--- src/rtl/apb_csr_master.sv ---
// APB requester for the ALU CSR slave; optional watchdog under APB_CSR_MASTER_TIMEOUT_EN.
// Latency: SETUP one cycle after accept, response pulse 3+k cycles after accept (k = slave waits).
// Backpressure: cmd_ready only in IDLE, including the response cycle; one command in flight.
module apb_csr_master #(
  parameter int ADDR_WIDTH     = 3,
  parameter int DATA_WIDTH     = 32,
  parameter int TIMEOUT_CYCLES = 16
) (
  input  logic                  clk,
  input  logic                  rst_n,
  input  logic                  cmd_valid,
  output logic                  cmd_ready,
  input  logic                  cmd_write,
  input  logic [ADDR_WIDTH-1:0] cmd_addr,
  input  logic [DATA_WIDTH-1:0] cmd_wdata,
  output logic                  rsp_valid,
  output logic [DATA_WIDTH-1:0] rsp_rdata,
  output logic                  rsp_err,
  output logic                  rsp_timeout,
  output logic [ADDR_WIDTH-1:0] apb_addr,
  output logic                  apb_sel,
  output logic                  apb_en,
  output logic                  apb_write,
  output logic [DATA_WIDTH-1:0] apb_wdata,
  input  logic                  apb_ready,
  input  logic [DATA_WIDTH-1:0] apb_rdata,
  input  logic                  apb_slv_err
);

  if (TIMEOUT_CYCLES < 2) begin : g_bad_timeout
    $error("apb_csr_master: TIMEOUT_CYCLES must be at least 2");
  end

  typedef enum logic [1:0] {
    S_IDLE,
    S_SETUP,
    S_ACCESS
  } state_t;

  state_t state;

  // Returning to IDLE together with the response lets a new command overlap rsp_valid.
  assign cmd_ready = (state == S_IDLE);

`ifdef APB_CSR_MASTER_TIMEOUT_EN
  localparam int CNT_W = $clog2(TIMEOUT_CYCLES + 1);
  localparam logic [CNT_W-1:0] CNT_LAST = CNT_W'(TIMEOUT_CYCLES);

  logic [CNT_W-1:0] acc_cnt;
  logic             timeout_q;

  assign rsp_timeout = timeout_q;
`else
  assign rsp_timeout = 1'b0;
`endif

  always_ff @(posedge clk or negedge rst_n) begin
    if (!rst_n) begin
      state     <= S_IDLE;
      apb_sel   <= 1'b0;
      apb_en    <= 1'b0;
      apb_write <= 1'b0;
      apb_addr  <= '0;
      apb_wdata <= '0;
      rsp_valid <= 1'b0;
      rsp_rdata <= '0;
      rsp_err   <= 1'b0;
`ifdef APB_CSR_MASTER_TIMEOUT_EN
      acc_cnt   <= '0;
      timeout_q <= 1'b0;
`endif
    end else begin
      rsp_valid <= 1'b0;
      case (state)
        S_IDLE: begin
`ifdef APB_CSR_MASTER_TIMEOUT_EN
          acc_cnt <= '0;
`endif
          if (cmd_valid) begin
            apb_write <= cmd_write;
            apb_addr  <= cmd_addr;
            apb_wdata <= cmd_wdata;
            apb_sel   <= 1'b1;
            state     <= S_SETUP;
          end
        end
        S_SETUP: begin
          apb_en <= 1'b1;
          state  <= S_ACCESS;
`ifdef APB_CSR_MASTER_TIMEOUT_EN
          acc_cnt <= CNT_W'(1);
`endif
        end
        S_ACCESS: begin
          if (apb_ready) begin
            apb_sel   <= 1'b0;
            apb_en    <= 1'b0;
            rsp_valid <= 1'b1;
            rsp_err   <= apb_slv_err;
            rsp_rdata <= apb_write ? '0 : apb_rdata;
`ifdef APB_CSR_MASTER_TIMEOUT_EN
            timeout_q <= 1'b0;
`endif
            state     <= S_IDLE;
          end
`ifdef APB_CSR_MASTER_TIMEOUT_EN
          // A ready slave in the last allowed cycle still wins over the abort.
          else if (acc_cnt == CNT_LAST) begin
            apb_sel   <= 1'b0;
            apb_en    <= 1'b0;
            rsp_valid <= 1'b1;
            rsp_err   <= 1'b1;
            rsp_rdata <= '0;
            timeout_q <= 1'b1;
            state     <= S_IDLE;
          end else begin
            acc_cnt <= acc_cnt + 1'b1;
          end
`endif
        end
        default: begin
          apb_sel <= 1'b0;
          apb_en  <= 1'b0;
          state   <= S_IDLE;
        end
      endcase
    end
  end

endmodule

--- config.mk ---
export PLATFORM = sky130hd
export DESIGN_NAME = apb_csr_master
export DESIGN_NICKNAME = d
export VERILOG_FILES = /design/src/rtl/apb_csr_master.sv
export SDC_FILE = /design/constraint.sdc
export NUM_CORES = 1
export LEC_CHECK = 0
export ABC_AREA = 1
export BUFFER_PORTS_ARGS = -buffer_cell sky130_fd_sc_hd__buf_2
export CORE_MARGIN = 2
export CORE_UTILIZATION = 42
export DETAILED_ROUTE_END_ITERATION = 16
export GPL_ROUTABILITY_DRIVEN = 0
export PLACE_DENSITY = 0.75
export SYNTH_ARGS = -nofsm -noshare
export SYNTH_HDL_FRONTEND = slang
export SYNTH_SLANG_ARGS = --single-unit
--- constraint.sdc ---
create_clock -name clk -period 1.3 [get_ports clk]
set_clock_uncertainty 0.2 [all_clocks]
set_input_delay 0 -clock clk [delete_from_list [all_inputs] [get_ports clk]]
set_output_delay 0 -clock clk [all_outputs]
set_load 0.01 [all_outputs]
# [Yosys cells after proc, flatten, opt, wreduce, memory -nomap -nowiden]
# Index checks and enable logic that the tools add are counted.
[classes] addsub=0 mul=0 div_mod_pow=0 magnitude_cmp=0 eq_ne=4 shifts=0 muxes=10 n_bitwise=2 reduce_logical=6
[ops] operator="$mux W32" n=1
[ops] operator="$reduce_and A2 Y1" n=4
[ops] operator="$pmux W1 S3" n=2
[ops] operator="$pmux W2 S3" n=1
[ops] operator="$mux W1" n=4
[ops] operator="$mux W2" n=2
[ops] operator="$ne A2 B2 Y1 const B" n=2
[ops] operator="$reduce_and A3 Y1" n=1
[ops] operator="$eq A2 B1 Y1 const B" n=1
[ops] operator="$eq A2 B2 Y1 const B" n=1
[ops] operator="$logic_not A2 Y1" n=1
[ops] operator="$not A1 Y1" n=2
[word_totals] ff_bits=74 latch_bits=0 ram_bits=0 mem_bits_ro=0 in_bits=73 output_inout_bits=74 elab_cells=31 mem_count=0

# [Depth between registers and ports, before layout]
[depth] depth_word=3 mapped_depth=6

# [Worst setup path after synthesis]
# Ideal clock, no wire load.
[synth_path] path_type="flip-flop to flip-flop" from="register state[1]" to="register apb_addr[0]" t_arrival_ns=1.056 required_ns=0.984 slack_ns=-0.073 path_stages_with_launch=7 path_buffers=2 period_less_slack_ns=1.373 path_cell_list="dfrtp_1 -> nor2_2 -> nand2_1 -> buf_6 -> buf_6 -> nand2_1 -> nand2_1"
[synth_between] elab_chain_len=2
[synth_rtl] item="from (decl)" line_no="40" source="state_t state;"
[synth_rtl] item="from (signal assigned)" line_no="59" source="state <= S_IDLE;"
[synth_rtl] item="from (signal assigned)" line_no="84" source="state <= S_SETUP;"
[synth_rtl] item="from (signal assigned)" line_no="89" source="state <= S_ACCESS;"
[synth_rtl] item="$logic_not A2 Y1"
[synth_rtl] item="named net cmd_ready" line_no="12" source="output logic cmd_ready,"
[synth_rtl] item="$reduce_and A2 Y1 (no line)"
[synth_rtl] item="to (signal assigned)" line_no="81" source="apb_addr <= cmd_addr;"
[synth_rtl] item="to (decl)" line_no="20" source="output logic [ADDR_WIDTH-1:0] apb_addr,"
# The timed path passes the listed nets, and every way through them passes these cells.
# A chain may end at the register's enable or synchronous reset.

# [Final worst setup path]
[layout_path] from="register state[1]" to="register rsp_rdata[14]"
[layout_between] elab_chain_len=2
[layout_rtl] item="$eq A2 B2 Y1" line_no="74" source="case (state)"
[layout_rtl] item="$reduce_and A2 Y1 (no line)"
[layout_rtl] item="to (signal assigned)" line_no="100" source="rsp_rdata <= apb_write ? '0 : apb_rdata;"
[layout_rtl] item="to (decl)" line_no="17" source="output logic [DATA_WIDTH-1:0] rsp_rdata,"
# No other way between the ends.

==> results.cfg <==
[floorplanning]
die_w_um = 91.1
core_area_um2 = 7290
die_h_um = 91.1
initial_core_util = 0.437
ioPinCount = 147
core.rowCount = 31
fp.dieArea_um2 = 8290

[logic_synthesis]
ys_seq_area_frac = 0.582
syn_area_um2 = 3180
synth.distinct_cells = 16
yosys_warnings = 0
synth_mux_area_frac = 0
synth_enable_flop_cells = 0
synth-compound-area-share = 0.00550
synth_ff_type = dfrtp_1
synth_seq_cells = 74
synth-xor-area-share = 0
synth-simple-area-share = 0.310
yosys.area_share.adder = 0
syn_avg_cell_area_um2 = 8.25
synth_top_family_by_area = simple AND/OR/NAND/NOR gates
syn_nets = 459
syn_inst = 386
async_flop_share = 1.00

[grt]
first_global_vias = 3366
grt_first_pass_wirelength_mm = 15.8
grtUsageTotal = 0.239
grt-ovfl-total = 0
antenna_found_initial = 0
grt_max_degree = 75

[clocking]
htree_levels = 3
cts_tree = built
clockBufferDepth = 2
cts_root_buf = clkbuf_8
clkTransAtPathRegs_ps = 70
cts_made_buffers = 9
clock_latency_ps = 330
hold_buffers = 71
numClockSinks = 74

[worst_hold_path]
worstHoldPathCells = 3
hp-start = apb_ready
min_to = rsp_valid
hp-class = in -> reg

[timing]
finalHoldViolations = 34
fin_crit_sh = 1.05
fin_crit_ps = 1370
slew_violations = 0
finalSetupViolCount = 45
whs_ps = -101
fin_tns_setup_ps = -1710
rsz0062_at_grt = true
max_freq_ghz = 0.732
setup_ws_ps = -66.1

[worst_setup_path]
endpoint_kind = register
worstSetupStartpointType = register
reg2reg_to = rsp_rdata[14]
r2r_start = state[1]
r2r_cells = 7
r2r_slack_ps = -70
worstPathArrival_ps = 1390
path_class = reg -> reg
worstPathMaxFanout = 17
critical_path_required_ps = 1320

[layout]
syn_to_final_growth_pct = 62.2
fillCellCount = 558
fin_nets = 685
insertedDiodeCount = 0
drive_above_1_share = 0.317
final_cells = 715

[outcome]
violations = negative hold slack, negative setup slack
status = complete, but fails checks

[place]
dpl.hpwl_mm = 5.03
dp.cells = 619
dp_slack_ps = -125
port_buffers = 145

[run]
maxCapViolCount = 0

[drt]
wl_per_cell_um = 13.4
finalWirelength_mm = 9.61
via_per_inst = 4.60
drt_first_pass_iters = 4
vias = 3290
drc_errors = 0
antenna_left = 0
drt_iter0_markers = 136

[pwr]
finalPower_mw = 10.6
p_leak_nw = 3.01
peakVddDrop_v = 0.00107
seq_power_share = 0.379
clkPwrFrac = 0.160
combPwrFrac = 0.461
p_int_mw = 6.58
netSwitchingFraction = 0.380
p_switching_mw = 4.04
power_density_nw_per_um2 = 2060
[how the worst max path moves through the flow]
stage	from	endpoint	slack [ps]	cells after the start
after floorplan	state[1]	apb_addr[0]	-70	6
after global placement	state[0]	rsp_rdata[25]	-100	5
after detailed placement	state[0]	rsp_err	-130	5
after CTS	state[1]	rsp_rdata[25]	-50	7
after global routing	state[1]	rsp_rdata[12]	-160	7
final	state[1]	rsp_rdata[14]	-70	7
[cell usage in the layout (no fill, tap or decap), drive strengths merged, types with 2 or more instances in the layout]
cell and instances:
nand2 180, buf 162, dfrtp 74, dlygate4sd3 71, inv 38, nor2 35, nand3 33, clkbuf 14
clkinv 3, o21ai 2
[worst max-delay path, stage by stage (launching register included)]
cell and delay, ps:
dfrtp_1 370, buf_6 120, inv_4 30, nor2_4 120, buf_6 140, nand2_8 110
nand2_1 100, nand2_1 60
[area by class of cell]
type                            count  area (um^2)  area share
Sequential cell                    74         1850       0.359
Clock inverter                      3         40.0     0.00775
Inverter                           39          154      0.0298
Timing Repair Buffer              236         1770       0.344
Tap cell                           99          124      0.0240
Multi-Input combinational cell    252         1070       0.208
Clock buffer                       12          145      0.0281
[through the flow]
step	utilization	area, um^2
after detailed placement	0.549	4000
after global routing	0.708	5160
after CTS	0.695	5070
after floorplan	-	3180
after global placement	0.549	4000
final	0.708	5160
[power by group through the flow]
stage | clock network (mW) | logic (mW) | registers (mW)
floorplan | 0 | 1.80 | 4.50
global placement | 0 | 3.89 | 3.98
detailed placement | 0 | 4.03 | 3.97
CTS | 1.76 | 4.67 | 3.98
global route | 1.85 | 5.40 | 4.16
finish | 1.70 | 4.90 | 4.03
[cell usage after synthesis, types with 2 or more instances]
master,number,share of area
nand2_1,178,0.21
clkbuf_1,3,0.0035
inv_1,37,0.044
buf_2,5,0.0079
buf_6,10,0.035
buf_4,4,0.0094
nand3_1,33,0.052
dfrtp_1,74,0.58
inv_2,2,0.0024
nor2_1,33,0.039
o21ai_0,2,0.0031
[cells by family after synthesis]
group,after synthesis
AO/OA/AOI/OAI,3
buffers and inverters,61
flip-flops,74
other,1
AND/OR/NAND/NOR,247
[what timing repair did]
| action | 4_1_cts | 5_1_grt |
|---|---|---|
| pin swaps | 2 | 1 |
| cloned | 3 | 2 |
| endpoints found under the hold margin | 145 | 29 |
| resized for setup | 13 | 14 |
| buffers inserted | 5 | 0 |
| setup endpoints to repair | 52 | 71 |
[registers in the layout, summed over array words and instances, names as in the netlist]
register   cells
state          2
rsp_err        1
apb_wdata     32
apb_en         1
rsp_valid      1
apb_sel        1
apb_write      1
rsp_rdata     32
apb_addr       3
[metal layers]
metal / vias up / track usage / part of all wire
li1: 1599 / - / -
met1: 1504 / 0.285 / 0.39
met2: 161 / 0.412 / 0.50
met3: 26 / 0.0506 / 0.071
met4: 0 / 0.111 / 0.032
met5: - / 0 / 0
Power figures use the tool's default switching activity.
